`src/rtl/ch_pack_pkg.sv`:
```
// Shared constants and state encoding for the channel packer.
// Imported by ch_snap_mux and ch_pack.
package ch_pack_pkg;

  localparam int SAMPLE_W = 16;
  localparam int WORD_W   = 32;
  localparam int SEL_W    = 3;
  localparam int NCH_MAX  = 8;

  localparam logic [SAMPLE_W-1:0] PAD_HALF = 16'h0000;

  typedef enum logic [1:0] {
    IDLE   = 2'd0,
    ACTIVE = 2'd1,
    FLUSH  = 2'd2
  } state_e;

endpackage

```
`src/rtl/ch_snap_mux.sv`:
```
// Snapshot register for all channel samples plus the read mux by sel.
// Ports: clk, reset, load (strobe), ch_data in; sel in; sample out (0 if sel >= NCH).
module ch_snap_mux
  import ch_pack_pkg::*;
#(
  parameter int NCH = NCH_MAX,
  parameter int DW  = SAMPLE_W,
  parameter int SW  = SEL_W
) (
  input  logic              clk,
  input  logic              reset,
  input  logic              load,
  input  logic [NCH*DW-1:0] ch_data,
  input  logic [SW-1:0]     sel,
  output logic [DW-1:0]     sample
);

  logic [NCH*DW-1:0] snap_q;
  logic [NCH*DW-1:0] snap_d;

  always_comb begin
    snap_d = snap_q;
    if (load) snap_d = ch_data;
  end

  always_ff @(posedge clk) begin
    if (reset) snap_q <= '0;
    else       snap_q <= snap_d;
  end

  // Reads the old snapshot, so a load and a read in
  // the same cycle see the pre-load value.
  always_comb begin
    sample = '0;
    for (int k = 0; k < NCH; k++) begin
      if (sel == SW'(k)) sample = snap_q[k*DW +: DW];
    end
  end

endmodule

```
`src/rtl/ch_pack.sv`:
```
// Packs pairs of selected channel samples into 2*DW words for the host FIFO.
// Ports: clk, reset, strobe, en, sel, ch_data, fifo_full, clear_status in;
//        fifo_wr, fifo_data, overrun, frame_err out.
module ch_pack
  import ch_pack_pkg::*;
#(
  parameter int NCH = NCH_MAX,
  parameter int DW  = SAMPLE_W
) (
  input  logic              clk,
  input  logic              reset,
  input  logic              strobe,
  input  logic              en,
  input  logic [SEL_W-1:0]  sel,
  input  logic [NCH*DW-1:0] ch_data,
  input  logic              fifo_full,
  output logic              fifo_wr,
  output logic [2*DW-1:0]   fifo_data,
  output logic              overrun,
  output logic              frame_err,
  input  logic              clear_status
);

  state_e          state_q, state_d;
  logic            pend_q, pend_d;
  logic [DW-1:0]   lo_q, lo_d;
  logic            wr_q, wr_d;
  logic [2*DW-1:0] data_q, data_d;
  logic            ovr_q, ovr_d;
  logic            ferr_q, ferr_d;

  logic [DW-1:0]   sample;
  logic            abort;
  logic            consume;
  logic            due;
  logic [2*DW-1:0] word;

  ch_snap_mux #(
    .NCH (NCH),
    .DW  (DW),
    .SW  (SEL_W)
  ) u_snap (
    .clk     (clk),
    .reset   (reset),
    .load    (strobe),
    .ch_data (ch_data),
    .sel     (sel),
    .sample  (sample)
  );

  // A strobe inside a frame kills it; en is ignored
  // during FLUSH and in the aborting cycle.
  assign abort   = strobe && (state_q != IDLE);
  assign consume = en && !abort && (state_q != FLUSH);

  always_comb begin
    state_d = state_q;
    pend_d  = pend_q;
    lo_d    = lo_q;
    wr_d    = 1'b0;
    data_d  = data_q;
    ovr_d   = ovr_q && !clear_status;
    ferr_d  = ferr_q && !clear_status;
    due     = 1'b0;
    word    = '0;

    unique case (state_q)
      IDLE: begin
        if (en) state_d = ACTIVE;
      end
      ACTIVE: begin
        if (!en) state_d = FLUSH;
      end
      FLUSH: begin
        state_d = IDLE;
        if (pend_q && !abort) begin
          due    = 1'b1;
          word   = {DW'(PAD_HALF), lo_q};
          pend_d = 1'b0;
        end
      end
      default: state_d = IDLE;
    endcase

    if (consume) begin
      if (!pend_q) begin
        lo_d   = sample;
        pend_d = 1'b1;
      end else begin
        due    = 1'b1;
        word   = {sample, lo_q};
        pend_d = 1'b0;
      end
    end

    if (abort) begin
      ferr_d  = 1'b1;
      pend_d  = 1'b0;
      state_d = IDLE;
    end

    if (due) begin
      if (fifo_full) begin
        ovr_d = 1'b1;
      end else begin
        wr_d   = 1'b1;
        data_d = word;
      end
    end
  end

  always_ff @(posedge clk) begin
    if (reset) begin
      state_q <= IDLE;
      pend_q  <= 1'b0;
      lo_q    <= '0;
      wr_q    <= 1'b0;
      data_q  <= '0;
      ovr_q   <= 1'b0;
      ferr_q  <= 1'b0;
    end else begin
      state_q <= state_d;
      pend_q  <= pend_d;
      lo_q    <= lo_d;
      wr_q    <= wr_d;
      data_q  <= data_d;
      ovr_q   <= ovr_d;
      ferr_q  <= ferr_d;
    end
  end

  assign fifo_wr   = wr_q;
  assign fifo_data = data_q;
  assign overrun   = ovr_q;
  assign frame_err = ferr_q;

endmodule

```
`config.mk`:
```
export PLATFORM = sky130hd
export DESIGN_NAME = ch_pack
export DESIGN_NICKNAME = d
export VERILOG_FILES = /design/src/rtl/ch_pack_pkg.sv /design/src/rtl/ch_snap_mux.sv /design/src/rtl/ch_pack.sv
export SDC_FILE = /design/constraint.sdc
export NUM_CORES = 1
export LEC_CHECK = 0
export ABC_AREA = 0
export BUFFER_PORTS_ARGS = -buffer_cell sky130_fd_sc_hd__buf_4
export CORE_MARGIN = 4
export CORE_UTILIZATION = 35
export CTS_CLUSTER_DIAMETER = 60
export DETAILED_ROUTE_END_ITERATION = 12
export PLACE_DENSITY = 0.59
export SLEW_MARGIN = 0
export SYNTH_ARGS = -nofsm -noshare
export SYNTH_HDL_FRONTEND = slang
export SYNTH_SLANG_ARGS = --single-unit
```
`constraint.sdc`:
```
create_clock -name clk -period 4.7 [get_ports clk]
set_clock_uncertainty 0.15 [all_clocks]
set_input_delay 0.47 -clock clk [delete_from_list [all_inputs] [get_ports clk]]
set_output_delay 0.47 -clock clk [all_outputs]
set_load 0.05 [all_outputs]
```
==> reports/metrics.csv <==
stage,metric,value,unit
finish,layout-drive-gt1-share,31.1,%
logic_synthesis,synth_edf_count,0,
drt,drt_iter0_drc,304,
logic_synthesis,synth_area_leaders,"dfxtp_1, mux2i_1, mux4_2",
pwr,p_leak,4.14,nW
sta,fin_crit_sh,44.9,%
clocking,path_clk_slew,70,ps
sta,drv_slew,0,
logic_synthesis,syn_area,0.00732,mm²
clocking,htree_levels,4,
clocking,clk_latency,430,ps
drt,routed_wl,19500,µm
floorplan,core,0.0204,mm²
pwr,p_comb_share,11.7,%
finish,n_antenna_cell,0,
placement,place_ws,2190,ps
logic_synthesis,synth_compound_area_share,7.21,%
drt,firstDrtPassIters,4,
logic_synthesis,syn_avg_cell_area,11.0,µm²
global_routing,grt_overflow,0,
drt,drt-met1-wl,9170,µm
logic_synthesis,synth-seq-area-share,49.8,%
sta,layout_setup_ws,2590,ps
pwr,p_int,2.77,mW
drt,dr_wl_met3,1040,µm
logic_synthesis,async_flop_share,0,%
sta,max_freq,474,MHz
critical_path,r2r-start,state_q[0],
hold_path,hold_depth,3,
placement,gp_congestion,0.735,
logic_synthesis,yosysTopAreaCellShare,49.8,%
pwr,switching_share,23.6,%
drt,top_layer,met4,
placement,hpwl,14000,µm
logic_synthesis,syn_inst,665,
status,outcome,"complete, no violations",
pwr,seqPwrFrac,46.2,%
logic_synthesis,ys_warn_count,0,
critical_path,crit_path_max_fanout,17,
global_routing,antenna_found_initial,0,
critical_path,start_kind,flop,
sta,finalCriticalPeriod,2110,ps
clocking,cts_setup_buffers,0,
finish,fin_nets,945,
global_routing,grt_pass1_wl,30100,µm
clocking,clk_path_buf_depth,2,
pwr,pwr_density_cell,385,mW/mm²
critical_path,r2r_cells,4,
global_routing,grt_pass1_vias,5132,
sta,hold_violations,0,
finish,nFillCells,1955,
logic_synthesis,synthFlopType,dfxtp_1,
critical_path,rr_endpoint,fifo_data[7],
sta,rsz0062_at_grt,false,
critical_path,cp-end-kind,flop,
logic_synthesis,yosysTopAreaCell,dfxtp_1,
pwr,total_power,3.63,mW
placement,portBuffers,171,
logic_synthesis,yosys.area_share.adder,0,%
pwr,clkPwrFrac,42.2,%
pwr,vdd_drop_max,0.000229,V
floorplan,fp.dieW,153,µm
hold_path,hp-class,in2reg,
critical_path,criticalPathCategory,reg2reg,
floorplan,dieArea,0.0233,mm²
drt,ant_nets,0,
critical_path,worstPathArrival,2300,ps
logic_synthesis,synth_common_cells,"dfxtp_1, nor2_1, mux2i_1, mux4_2, clkbuf_1",
drt,remaining_drc_errors,0,
finish,area_growth_syn_to_layout,28.6,%
logic_synthesis,yosys.area_share.simple,10.2,%
pwr,p_sw,0.856,mW
floorplan,io_pins,172,
logic_synthesis,synth_nets,802,
floorplan,initial_utilization,35.8,%
clocking,ctsHoldBuffers,0,
global_routing,grt_max_degree,90,
logic_synthesis,muxShareOfSynthArea,29.5,%
logic_synthesis,yosys.cell_count.top_type,dfxtp_1,
logic_synthesis,synthXorXnorAreaFrac,0.120,%
job,drv_cap,0,
sta,fin_tns_setup,0,ps
clocking,cts_num_sinks,182,
logic_synthesis,synth_top_family_by_area,multiplexers,
drt,dr_wl_met2,9180,µm
drt,wl_per_cell,17.9,µm
sta,relSlewSlack,20.7,%
clocking,cts_root_buf,clkbuf_16,
critical_path,required,4890,ps
logic_synthesis,ys_ff_latch,182,
drt,dr_total_vias,5246,
floorplan,rows,52,
global_routing,grt_usage,16.6,%
critical_path,crit_start,state_q[0],
critical_path,crit_path_end,fifo_data[7],
drt,via_per_inst,4.81,
sta,worst_pin_slew,1180,ps
sta,setup_viol,0,
logic_synthesis,yosysUniqueCellTypes,29,
floorplan,die_h,153,µm
clocking,cts_tree,yes,
clocking,cts_buffers,17,
critical_path,r2r_setup_slack,2590,ps
clocking,ctsResizeCount,0,
-- power groups by stage --
stage	clock (mW)	combinational (mW)	sequential (mW)
4_1_cts	1.57	0.429	1.68
6_report	1.53	0.423	1.68
3_5_place_dp	0	0.427	1.71
5_1_grt	1.64	0.461	1.68
2_1_floorplan	0	0.251	1.71
3_3_place_gp	0	0.426	1.71
-- state kept, by name, indices dropped and copies added (netlist names) --
| register | cells |
|---|---|
| pend_q | 1 |
| lo_q | 16 |
| fifo_data | 32 |
| frame_err | 1 |
| overrun | 1 |
| u_snap.snap_q | 128 |
| fifo_wr | 1 |
| state_q | 2 |
-- kinds of logic after synthesis --
kind of cell / count (synthesis)
xor gates and xnor gates: 1
muxes: 176
DFF: 182
buffers and inverters: 55
and+or+nand+nor: 179
AOI/OAI and AO/OA: 72
-- placed cells by master (no fill, tap or decap), types with 2 or more instances in the layout --
master | synthesis | final
mux2i_1 | 144 | 144
nand3_1 | 16 | 16
nand2b_1 | 5 | 5
nor2_1 | 145 | 145
dfxtp_1 | 182 | 182
nor3_1 | 2 | 2
bufinv_16 | 0 | 4
clkinv_4 | 0 | 3
nor4_1 | 2 | 2
clkbuf_16 | 0 | 17
o21ai_0 | 7 | 7
buf_4 | 0 | 177
clkbuf_8 | 0 | 3
a21oi_1 | 20 | 20
mux4_2 | 32 | 32
clkinv_2 | 0 | 2
or3_1 | 3 | 3
a211oi_1 | 16 | 16
o2bb2ai_2 | 10 | 10
o21ai_1 | 11 | 11
o2bb2ai_1 | 6 | 6
-- critical path, stage by stage (launching register included) --
cell and delay (ps):
dfxtp_1 460, nor2b_1 150, o21ai_1 930, nand3_1 160
a21oi_1 180
-- stage by stage --
| stage | instances | util, % | cell area [µm²] | hold slack (ps) |
|---|---|---|---|---|
| 4_1_cts | 1090 | 46.1 | 9420 | 106 |
| 2_1_floorplan | 665 | - | 7320 | 291 |
| 5_1_grt | 1090 | 46.1 | 9420 | 106 |
| 3_5_place_dp | 1059 | 43.0 | 8780 | 311 |
| 6_report | 1090 | 46.1 | 9420 | 128 |
| 3_3_place_gp | 1059 | 43.0 | 8780 | 307 |
-- area by class of cell --
type                       count  area (µm²)  share of cell area [%]
clock buffer                  20         467                    4.96
clock inverter                11         173                    1.83
inverter                       1        3.75                  0.0399
multi-input combinational    428        3450                    36.7
sequential                   182        3640                    38.7
tap                          270         338                    3.59
timing repair buffer         178        1340                    14.2
-- per-layer routing --
metal / GRT usage, % / up-vias
li1: - / 2639
met5: 0 / -
met2: 25.6 / 129
met4: 3.82 / 0
met3: 4.74 / 10
met1: 23.3 / 2468
-- how the worst min path moves through the flow --
stage                        end  slack [ps]          start
2_1_floorplan         state_q[1]         290     state_q[1]
4_1_cts        u_snap.snap_q[26]         110    ch_data[26]
3_5_place_dp       fifo_data[10]         310  fifo_data[10]
6_report       u_snap.snap_q[21]         130    ch_data[21]
5_1_grt        u_snap.snap_q[53]         110    ch_data[53]
3_3_place_gp        fifo_data[3]         310   fifo_data[3]
No activity file was read; power rests on OpenSTA's default activity.
